## src/rtl/axi_protocol_checker.sv

```systemverilog
// Passive AXI protocol monitor for the AW, W, B, AR and R channels: handshake timeouts, payload
// stability, valid drops, outstanding-burst tracking, sticky flags and a saturating violation count.

module axi_chan_mon #(
    parameter int PW       = 8,
    parameter int MAX_WAIT = 3
) (
    input  logic          clk,
    input  logic          rst_n,
    input  logic          valid,
    input  logic          ready,
    input  logic [PW-1:0] payload,
    output logic          timeout,
    output logic          unstable,
    output logic          drop
);
    localparam int             WW       = $clog2(MAX_WAIT + 2);
    localparam logic [WW-1:0]  WAIT_LIM = WW'(MAX_WAIT);

    logic          stall_s;
    logic          stall_r;
    logic [PW-1:0] held_r;
    logic [WW-1:0] wait_r;
    logic [WW-1:0] wait_nxt_s;

    assign stall_s = valid & ~ready;

    // Count stalled cycles; park one past the limit so a long stall reports only once
    always_comb begin
        wait_nxt_s = {WW{1'b0}};
        if (stall_s) begin
            if (wait_r <= WAIT_LIM) begin
                wait_nxt_s = wait_r + WW'(1);
            end else begin
                wait_nxt_s = wait_r;
            end
        end else begin
            wait_nxt_s = {WW{1'b0}};
        end
    end

    // Stall bit, wait counter and the payload captured while stalled
    always_ff @(posedge clk or negedge rst_n) begin
        if (!rst_n) begin
            stall_r <= 1'b0;
            wait_r  <= {WW{1'b0}};
            held_r  <= {PW{1'b0}};
        end else begin
            stall_r <= stall_s;
            wait_r  <= wait_nxt_s;
            if (stall_s) begin
                held_r <= payload;
            end else begin
                held_r <= held_r;
            end
        end
    end

    assign timeout  = stall_s && (wait_r == WAIT_LIM);
    assign unstable = stall_r && valid && (payload != held_r);
    assign drop     = stall_r && !valid;
endmodule


```

## config.mk

```make
export PLATFORM = sky130hd
export DESIGN_NAME = axi_chan_mon
export DESIGN_NICKNAME = d
export VERILOG_FILES = /design/src/rtl/axi_protocol_checker.sv
export SDC_FILE = /design/constraint.sdc
export NUM_CORES = 1
export LEC_CHECK = 0
export BUFFER_PORTS_ARGS = -buffer_cell sky130_fd_sc_hd__buf_2
export CORE_MARGIN = 5
export CORE_UTILIZATION = 44
export DETAILED_ROUTE_END_ITERATION = 7
export GPL_TIMING_DRIVEN = 1
export PLACE_DENSITY_LB_ADDON = 0.3
export SETUP_SLACK_MARGIN = 0.15
export SLEW_MARGIN = 20
export SYNTH_ARGS = -nofsm -noshare
export SYNTH_HDL_FRONTEND = slang
export SYNTH_SLANG_ARGS = --single-unit
```

## constraint.sdc

```tcl
create_clock -name clk -period 1.4 [get_ports clk]
set_clock_uncertainty 0.05 [all_clocks]
set_input_delay 0.07 -clock clk [delete_from_list [all_inputs] [get_ports clk]]
set_output_delay 0.07 -clock clk [all_outputs]
set_load 0.05 [all_outputs]
```

# --- Word level (Yosys, flattened, before mapping) ---
# Cells that the tools add are included.
word_totals:
  regBits: 12
  out_inout_bits: 3
  elab_cells: 17
classes:
  n_addsub: 1
  magnitude_cmp: 1
  n_eq_ne: 3
  muxes: 2
  bitwise_logic: 2
  reduce_logical: 5
op_table:
  columns: ["cell", "count"]
  rows:
  - ["$ne A8 B8 Y1", 1]
  - ["$mux W3", 2]
  - ["$logic_and A1 B1 Y1", 4]
  - ["$add A3 B1 Y3 const B", 1]
  - ["$eq A3 B2 Y1 const B", 1]
  - ["$le A3 B2 Y1 const B", 1]
  - ["$ne A2 B1 Y1 const B", 1]
  - ["$and A1 B1 Y1", 1]
  - ["$logic_not A1 Y1", 1]
  - ["$not A1 Y1", 1]

# --- Longest topological paths before layout ---
# Gate-level depths: netlist of run 1.
depth:
  ltp_word: 3
  depth_mapped: 5
  ltp_nobuf: 5

# --- Worst setup path after synthesis of run 1 ---
# OpenSTA, ideal clock, no wires.
synth_timing:
  kind: "register to output"
  from: "register held_r[6]"
  to: "output port unstable"
  t_arrival_ps: 1361
  t_required_ps: 1280
  slack_ps: -81
  path_stages_with_launch: 4
  path_buffers: 0
  path_cell_list: "dfrtp_1 xor2_1 nor4_1 a21oi_1"
synth_via:
  elab_chain_cells: 2
synth_rtl:
  columns: ["item", "line", "text"]
  rows:
  - ["start: declaration", "22", "logic [PW-1:0] held_r;"]
  - ["start signal: assignment", "47", "held_r <= {PW{1'b0}};"]
  - ["start signal: assignment", "52", "held_r <= payload;"]
  - ["start signal: assignment", "54", "held_r <= held_r;"]
  - ["$ne A8 B8 Y1", "60", "assign unstable = stall_r && valid && (payload != held_r);"]
  - ["$logic_and A1 B1 Y1", "60", null]
  - ["end: declaration", "14", "output logic unstable,"]
# No other way between the ends.

# --- Final worst setup path of run 1 ---
layout_timing:
  from: "register held_r[7]"
  to: "output port unstable"
# Same word-level chain as after synthesis.

==> results of run 1 <==
[kinds of logic after synthesis]
kind of cell / Yosys count / synth area share
buf+inv: 4 / 0.03320
flops: 12 / 0.4979
simple gates: 34 / 0.2406
xor+xnor: 8 / 0.1162
compound gates: 7 / 0.07054
fa+ha+maj: 2 / 0.04149
[power by group]
group          internal, uW  switching, uW
clock                   158            116
combinational          81.2           86.7
sequential              380           22.2
total                   619            224
[routing by layer]
layer / wire length (um) / GRT usage
met2: 733 / 0.2818
met5: 0 / 0
met4: 15 / 0.09945
met1: 575 / 0.1751
met3: 41 / 0.04598
[worst max-delay path by stage]
stage	start	endpoint	slack (ns)
after floorplan	wait_r[0]$_DFFE_PN0P_	timeout	0.14
after global placement	held_r[7]$_DFFE_PN0P_	unstable	0.05
after detailed placement	held_r[7]$_DFFE_PN0P_	unstable	0.06
after CTS	held_r[2]$_DFFE_PN0P_	unstable	-0.17
after global routing	held_r[7]$_DFFE_PN0P_	unstable	-0.23
final	held_r[7]$_DFFE_PN0P_	unstable	-0.16
[per-stage QoR]
step / worst slack, ns / total power [uW]
floorplan: 0.1407 / 488.1
global placement: 0.04698 / 531.3
detailed placement: 0.05612 / 535.0
CTS: -0.1727 / 845.6
global route: -0.2325 / 900.2
finish: -0.1610 / 843.6
[layout by cell type (no fill, tap or decap), drive strengths merged, types with 2 or more instances in the layout]
cell type	instances
xor2	8
nand2	26
o21ai	2
inv	2
nor4	2
dfrtp	12
dlygate4sd3	9
ha	2
a21oi	3
clkbuf	4
nor2b	2
nand2b	2
buf	19
[registers in the layout, summed over array words and instances (netlist names)]
signal   flops
stall_r      1
held_r       8
wait_r       3
[layout make-up]
type,instances,area [um^2]
Clock buffer,4,36.28
Fill cell,113,384.1
Inverter,2,7.507
Multi-Input combinational cell,51,335.3
Sequential cell,12,301.5
Tap cell,15,18.77
Timing Repair Buffer,28,217.7
[critical path: stages (launching register included)]
cell     delay (ns)
dfrtp_1        0.39
xor2_1         0.16
nor4_2         0.36
a21oi_2        0.10
buf_6          0.16
[cells in the mapped netlist, types with 2 or more instances]
cell / count
nand2_1: 26
dfrtp_1: 12
xor2_1: 8
a21oi_1: 3
ha_1: 2
inv_1: 2
nand2b_1: 2
nor2b_1: 2
nor4_1: 2
o21ai_0: 2
[timing repair]
action                     4_1_cts  5_1_grt
resized for setup               11        4
pin swaps                       10        6
hold buffers                     9        0
setup endpoints to repair        5        5
hold endpoints to repair        20        0
buffers inserted                 3        0
==> out/results.txt, run 1 <==
status = finished with violations
Hold Vio Cnt, Final = 0
Core Util, Final = 0.7048
detailed placer's ending HPWL = 832.7 um
global-route wire length before repair = 2387 um
VDD IR-drop max = 738.1 uV
Area growth, synth to finish = 52.07%
crit path kind = reg2out
ys async rst share = 1.000
syn nets = 81
Top Ports = 15
achievable clock frequency = 640.6 MHz
Starting Density = 0.4635
post-synthesis sequential area ratio = 0.4979
Top FF cell, synth = dfrtp_1
CTS sink cnt = 12
Avg Synthesized Cell Area = 9.001 um^2
maxcap violations = 0
number of antenna diodes = 0
Overflow after GRT = 0
clk buf depth = 2
GPL Wtd Cong = 0.6822
Post-synth EDFFs = 0
core area = 0.001301 mm^2
Vias per Instance = 4.768
normalized max-slew margin = 0.7875
Die H = 47.02 um
initial antenna violation count = 0
R2R setup slack = 0.03 ns
cts bufs inserted = 3
HP Class = in2async
Worst Path Max Fanout = 2
Final Max Tran Viols = 0
Post-Syn Area = 603.1 um^2
IO buf count = 14
slew of the pin with the lowest slew margin = 0.3161 ns
FF-to-FF End = wait_r[0]$_DFFE_PN0P_
Syn Inst Count = 67
Critical Path AT = 1.44 ns
crit path time final = 1.561 ns
drt first pass iters = 2
GRT Total Usage = 0.1632
Critical Path Source Type = flop
DRT iter0 DRCs = 6
antenna-violating nets left = 0
Yosys cell types = 16
row cnt = 13
root buf cell = clkbuf_4
number of global-route vias before repair = 552
drt drc = 0
R2R Path Start = wait_r[0]$_DFFE_PN0P_
required time worst endpoint = 1.28 ns
RSZ-0062 raised after global routing = yes
Warnings, synthesis = 0
Worst-path clk slew = 0.08 ns
PnR worst setup slack = -0.1610 ns
final WL = 1366 um
Min Hold Slack = 0.1472 ns
Placed Area = 710.7 um^2
final instance area = 917.1 um^2
period utilization = 1.115
Yosys reg bits = 12
Crit. End Element = primary output
clk_lat worst skew = 0.27 ns
Synth area leader = dfrtp_1
H-tree levels = 1
CTS tree = yes
Post-Place Cells = 96
largest net degree at the start of global routing = 13
largest cells by area after synthesis = dfrtp_1 50%, nand2_1 16%, xor2_1 12%, ha_1 4.1%, a21oi_1 2.5%
DR vias = 534
setup_tns = -0.1799 ns
Post-Layout Cell Count = 112
setup violators final = 2
Synth top area share = 0.4979
pwr/cell area = 919.8 mW/mm^2
nets = 112
Worst R2R Path Depth = 5
fraction of layout cells with a size suffix above 1 = 0.3402
die width = 47.02 um
wire per inst = 12.20 um
Die ar. = 0.002211 mm^2
Lkg Pwr = 0.0004671 uW
failing checks = negative setup slack
Power figures use the tool's default switching activity.
==> run 2, diff against run 1 <==
--- a/config.mk
+++ b/config.mk
@@ -6,9 +6,9 @@
 export NUM_CORES = 1
 export LEC_CHECK = 0
 export BUFFER_PORTS_ARGS = -buffer_cell sky130_fd_sc_hd__buf_2
-export CORE_MARGIN = 5
-export CORE_UTILIZATION = 44
+export CORE_AREA = 5 5 42 44
 export DETAILED_ROUTE_END_ITERATION = 7
+export DIE_AREA = 0 0 47 49
 export GPL_TIMING_DRIVEN = 1
 export PLACE_DENSITY_LB_ADDON = 0.3
 export SETUP_SLACK_MARGIN = 0.15
==> constraint.sdc (replaced) <==
create_clock -name clk -period 1.6 [get_ports clk]
set_clock_uncertainty 0.05 [all_clocks]
set_input_delay 0.08 -clock clk [delete_from_list [all_inputs] [get_ports clk]]
set_output_delay 0.08 -clock clk [all_outputs]
set_load 0.05 [all_outputs]
==> run 2 against run 1 <==
The run now ends clean; sequential power fell by 12%; non-clock buffer count fell by 1; first-iteration DRC count grew 120%; wire length decreased by 3.4%; combinational power shrank 14%; global-route usage is 2.8 points lower; critical path depth is the same; core utilization shrank 6.7 points; critical path type unchanged; largest cell class unchanged; largest power group unchanged.
==> out/results.txt, run 2 (synthesized netlist as in run 1, its figures left out) <==
pwr/cell area = 817.9 mW/mm^2 (-11%)
CTS sink cnt = 12 (unchanged)
number of antenna diodes = 0 (unchanged)
nets = 111 (-0.89%)
root buf cell = clkbuf_4
met2 track demand over resource = 0.1946 (-0.08727)
clk buf depth = 2 (unchanged)
Vias per Instance = 4.696 (-1.5%)
normalized max-slew margin = 0.8310 (+0.04347)
Overflow after GRT = 0 (unchanged)
status = finished clean
Die ar. = 0.002303 mm^2 (+4.2%)
clk_lat worst skew = 0.26 ns (about the same)
drt first pass iters = 4 (+2)
GRT Max-Usage Layer = met2
Largest register FFs = 8 (unchanged)
largest net degree at the start of global routing = 13 (unchanged)
slowest stage cell, crit path = dfrtp_1
commonest non-fill, non-tap cell in the layout = nand2_1
fraction of layout cells with a size suffix above 1 = 0.3021 (-0.03812)
Starting Density = 0.4304 (-0.03310)
slew of the pin with the lowest slew margin = 0.2515 ns (-0.06467 ns)
Die H = 49 um (+4.2%)
crit path time final = 1.529 ns
commonest non-fill, non-tap cells in the layout = 26 x nand2_1, 12 x dfrtp_1, 12 x buf_2
VDD IR-drop max = 813.0 uV (+10%)
GPL Wtd Cong = 0.6627 (-2.9%)
Area growth, synth to finish = 48.13%
Worst R2R Path Depth = 5 (unchanged)
core area = 0.001401 mm^2 (+7.7%)
RSZ-0062 raised after global routing = yes
R2R setup slack = 0.18 ns (+0.15 ns)
antenna-violating nets left = 0 (unchanged)
H-tree levels = 1 (unchanged)
required time worst endpoint = 1.47 ns (+0.19 ns)
Crit. End Element = primary output
CP cell instances = xor2_2 > nor4_2 > a21oi_2 > buf_6
period utilization = 0.9556
setup_tns = 0 ns (+0.1799 ns)
Critical Path AT = 1.40 ns (-0.04 ns)
number of global-route vias before repair = 495 (-10%)
Most flops, register = held_r
maxcap violations = 0 (unchanged)
HP Class = in2async
drt drc = 0 (unchanged)
cts bufs inserted = 3 (unchanged)
crit path kind = reg2out
DR vias = 526 (-1.5%)
die width = 47 um (about the same)
Lkg Pwr = 0.0004697 uW (+0.56%)
global-route wire length before repair = 2235 um (-6.4%)
GRT Total Usage = 0.1350 (-0.02829)
M1 GR Usage = 0.1893 (+0.01419)
row cnt = 14 (+1)
DRT iter0 DRCs = 13 (+7)
Placed Area = 699.4 um^2 (-1.6%)
top flop regs = held_r: 8 flops, wait_r: 3 flops, stall_r: 1 flops
final WL = 1320 um (-3.4%)
Hold Vio Cnt, Final = 0 (unchanged)
IO buf count = 14 (unchanged)
Critical Path Max Stage Delay = 0.41 ns (+0.02 ns)
achievable clock frequency = 654.1 MHz
met3 Use GR = 0.03321 (-0.01277)
wire per inst = 11.79 um (-3.4%)
setup violators final = 0 (-2)
FF-to-FF End = wait_r[0]$_DFFE_PN0P_
Top Ports = 15 (unchanged)
initial antenna violation count = 0 (unchanged)
Final Max Tran Viols = 0 (unchanged)
Critical Path Source Type = flop
R2R Path Start = wait_r[0]$_DFFE_PN0P_
Worst-path clk slew = 0.07 ns (about the same)
final instance area = 893.4 um^2 (-2.6%)
detailed placer's ending HPWL = 861.4 um (+3.4%)
Worst Path Max Fanout = 2 (unchanged)
CTS tree = yes
## run 2: cell types whose count changed in the layout (fill, tap and decap cells not counted), sizes merged
cell,previous run,this run
buf,19,18
dlygate4sd3,9,8
dlymetal6s4s,0,1
## run 2: worst max path at each step
stage	from	to	slack [ns]	cells after the start
floorplan	wait_r[0]$_DFFE_PN0P_	wait_r[0]$_DFFE_PN0P_	0.29	4
global placement	wait_r[0]$_DFFE_PN0P_	wait_r[0]$_DFFE_PN0P_	0.22	4
detailed placement	wait_r[0]$_DFFE_PN0P_	wait_r[0]$_DFFE_PN0P_	0.22	4
CTS	held_r[2]$_DFFE_PN0P_	unstable	0.08	4
global route	held_r[2]$_DFFE_PN0P_	unstable	0.01	4
finish	held_r[6]$_DFFE_PN0P_	unstable	0.07	4
## run 2: metal layers
metal / up-vias / wire length [um]
met3: 2 / 42
met4: 0 / 12
met2: 6 / 687
li1: 270 / -
met5: - / 0
met1: 248 / 578
## run 2: per-stage QoR
| step | power [uW] | std cells | util | hold slack (ns) | setup slack [ns] |
|---|---|---|---|---|---|
| after detailed placement | 469.5 | 97 | 0.4991 | -0.08034 | 0.2242 |
| after floorplan | 426.3 | 67 | - | -0.2656 | 0.2875 |
| final | 730.7 | 112 | 0.6375 | 0.1646 | 0.07107 |
| after global placement | 464.9 | 97 | 0.4991 | -0.07993 | 0.2199 |
| after global routing | 778.2 | 112 | 0.6375 | 0.2070 | 0.01191 |
| after CTS | 736.8 | 111 | 0.6232 | 0.1606 | 0.07919 |
## run 2: final cells by class
type                       count  area (um^2)
inverter                       2        7.507
fill                         125        508.0
multi-input combinational     51        324.1
clock buffer                   4        36.28
timing repair buffer          27        205.2
tap                           16        20.02
sequential                    12        300.3
## run 2: critical path, delay by kind of cell, from the launching register on
kind / cells / cell delay [ns]
XOR/XNOR: 1 / 0.16
AND/OR/NAND/NOR: 1 / 0.31
buffers and inverters: 1 / 0.16
AO/OA/AOI/OAI: 1 / 0.10
flip-flops: 1 / 0.41
## run 2: what timing repair did
action | 4_1_cts | 5_1_grt
setup endpoints to repair | 2 | 2
hold buffers | 9 | 0
pin swaps | 5 | 5
hold endpoints to repair | 20 | 0
gates resized for setup | 9 | 3
setup buffers | 1 | 1
## run 2: report_power, final
part	switching [uW]	internal, uW	total, uW
logic	75.0	69.9	145
clock network	94.8	138	233
registers	20.4	333	353
total	190	540	731
==> run 3, diff against run 2 <==
--- a/config.mk
+++ b/config.mk
@@ -6,9 +6,9 @@
 export NUM_CORES = 1
 export LEC_CHECK = 0
 export BUFFER_PORTS_ARGS = -buffer_cell sky130_fd_sc_hd__buf_2
-export CORE_AREA = 5 5 42 44
+export CORE_MARGIN = 5
+export CORE_UTILIZATION = 44
 export DETAILED_ROUTE_END_ITERATION = 7
-export DIE_AREA = 0 0 47 49
 export GPL_TIMING_DRIVEN = 1
 export PLACE_DENSITY_LB_ADDON = 0.3
 export SETUP_SLACK_MARGIN = 0.15
==> constraint.sdc (replaced) <==
create_clock -name clk -period 1.2 [get_ports clk]
set_clock_uncertainty 0.05 [all_clocks]
set_input_delay 0.06 -clock clk [delete_from_list [all_inputs] [get_ports clk]]
set_output_delay 0.06 -clock clk [all_outputs]
set_load 0.05 [all_outputs]
==> run 3 against run 2 <==
The run now ends with negative setup slack left; setup slack lost 0.37 ns; die area shrank 4.0%; via count is 3.8% higher; design area up 5.0%; critical path type unchanged; critical endpoint unchanged; largest power group unchanged; highest routed layer unchanged.
==> out/results.txt, run 3 (synthesized netlist as in run 1, its figures left out) <==
detailed placer's ending HPWL = 893.7 um (+3.7%)
VDD IR-drop max = 729.4 uV (-10%)
Worst Path Max Fanout = 2 (unchanged)
setup violators final = 5 (+5)
Crit. End Element = primary output
root buf cell = clkbuf_4
die width = 47.02 um (about the same)
achievable clock frequency = 668.4 MHz
cts bufs inserted = 3 (unchanged)
met2 track demand over resource = 0.2629 (+0.06830)
normalized max-slew margin = 0.8204 (-0.01060)
DRT iter0 DRCs = 6 (-7)
core area = 0.001301 mm^2 (-7.1%)
Area growth, synth to finish = 55.60%
slew of the pin with the lowest slew margin = 0.2672 ns (+0.01577 ns)
Post-Place Cells = 99 (+2.1%)
period utilization = 1.247
Largest register FFs = 8 (unchanged)
Final Max Tran Viols = 0 (unchanged)
pre-CTS WS = -0.1336 ns (-0.3578 ns)
initial antenna violation count = 0 (unchanged)
required time worst endpoint = 1.09 ns (-0.38 ns)
HP Class = in2async
PnR worst setup slack = -0.2960 ns (-0.3671 ns)
Internal Pwr Total = 668.1 uW (+24%)
drt first pass iters = 3 (-1)
M1 GR Usage = 0.1703 (-0.01899)
crit path from = held_r[7]$_DFFE_PN0P_
Top Ports = 15 (unchanged)
Most flops, register = held_r
R2R setup slack = -0.15 ns (-0.33 ns)
Hold Vio Cnt, Final = 0 (unchanged)
RSZ-0062 raised after global routing = yes
clk buf depth = 2 (unchanged)
Starting Density = 0.4635 (+0.03310)
crit path kind = reg2out
Critical Path Max Stage Delay = 0.39 ns (-0.02 ns)
top flop regs = held_r: 8 flops, wait_r: 3 flops, stall_r: 1 flops
final WL = 1348 um (+2.1%)
drt drc = 0 (unchanged)
antenna-violating nets left = 0 (unchanged)
Die ar. = 0.002211 mm^2 (-4.0%)
status = finished with violations
CP cell instances = xor2_1 > nor4_2 > a21oi_2 > buf_6
Critical Path Source Type = flop
commonest non-fill, non-tap cells in the layout = 26 x nand2_1, 12 x dfrtp_1, 11 x buf_2
wire per inst = 11.82 um (+0.33%)
Critical Path AT = 1.39 ns (about the same)
maxcap violations = 0 (unchanged)
Worst-path clk slew = 0.07 ns (about the same)
Switching Share = 0.2729 (+0.01249)
final instance area = 938.4 um^2 (+5.0%)
R2R Path Start = wait_r[1]$_DFFE_PN0P_
H-tree levels = 1 (unchanged)
combinational share of power = 0.232 (+0.034)
number of global-route vias before repair = 561 (+13%)
met3 Use GR = 0.03448 (+0.001272)
commonest non-fill, non-tap cell in the layout = nand2_1
global-route wire length before repair = 2283 um (+2.1%)
IO buf count = 14 (unchanged)
row cnt = 13 (-1)
Die H = 47.02 um (-4.0%)
Vias per Instance = 4.789 (+2.0%)
Flop pwr share = 0.511 (+0.028)
Min Hold Slack = 0.1398 ns (-0.02485 ns)
nets = 115 (+3.6%)
DR vias = 546 (+3.8%)
number of antenna diodes = 0 (unchanged)
GRT Max-Usage Layer = met2
crit path time final = 1.496 ns
Post-Layout Cell Count = 114 (+1.8%)
Lkg Pwr = 0.0004817 uW (+2.5%)
pwr/cell area = 979.1 mW/mm^2 (+20%)
Switch Pwr = 250.7 uW (+32%)
GPL Wtd Cong = 0.7432 (+12%)
CTS sink cnt = 12 (unchanged)
Placed Area = 747.0 um^2 (+6.8%)
largest net degree at the start of global routing = 13 (unchanged)
failing checks = negative setup slack
CTS tree = yes
GRT Total Usage = 0.1514 (+0.01646)
slowest stage cell, crit path = dfrtp_1
fraction of layout cells with a size suffix above 1 = 0.3434 (+0.04135)
Overflow after GRT = 0 (unchanged)
clock share of power = 0.257 (-0.062)
clk_lat worst skew = 0.26 ns (about the same)
## run 3: cell count changes in the layout (fill, tap and decap cells not counted), moves of 2 or more
cell	change
buf_8	+2
buf_4	+3
nor2b_1	-2
nor2b_4	+2
## run 3: cell type report
type,instances,area [um^2]
Multi-Input combinational cell,51,339.1
Tap cell,15,18.77
Timing Repair Buffer,31,250.2
Inverter,2,7.507
Fill cell,109,362.8
Clock buffer,3,22.52
Sequential cell,12,300.3
## run 3: path summary, 6_finish.rpt
kind                                          to  cells past startpoint
max                                     unstable                      4
min reg2reg                held_r[3]$_DFFE_PN0P_                      2
min                        held_r[3]$_DFFE_PN0P_                      2
max reg2reg                wait_r[0]$_DFFE_PN0P_                      5
max in group asynchronous  held_r[5]$_DFFE_PN0P_                      2
min in group clk           wait_r[2]$_DFFE_PN0P_                      4
## run 3: per-layer routing
| layer | part of all wire | wire, um |
|---|---|---|
| met2 | 0.53 | 710 |
| met1 | 0.42 | 565 |
| met5 | 0 | 0 |
| met4 | 0.016 | 22 |
| met3 | 0.037 | 50 |
## run 3: critical path, delay by kind of cell, from the launching register on
kind | cells | cell delay (ns)
flops | 1 | 0.39
simple gates | 1 | 0.31
xor+xnor | 1 | 0.18
buf+inv | 1 | 0.16
compound gates | 1 | 0.09
## run 3: stage by stage
stage / util / total power (uW) / setup TNS [ns]
floorplan: - / 570.5 / -0.02149
global placement: 0.5740 / 627.2 / -0.2084
detailed placement: 0.5740 / 633.6 / -0.2224
CTS: 0.7067 / 918.0 / -0.8566
global route: 0.7212 / 981.7 / -1.086
finish: 0.7212 / 918.8 / -0.8010
## run 3: what timing repair did
action	in CTS	in global routing
endpoints found under the hold margin	20	0
pin swaps	7	7
endpoints found under the setup margin	6	6
buffers inserted	1	2
hold buffers	9	0
resized for setup	15	1
## run 3: power by group through the flow
stage                     clock, uW  sequential [uW]  combinational [uW]
after global routing            273              475                 234
after global placement            0              474                 153
after detailed placement          0              477                 157
after floorplan                   0              474                97.0
final                           236              469                 214
after CTS                       249              469                 200
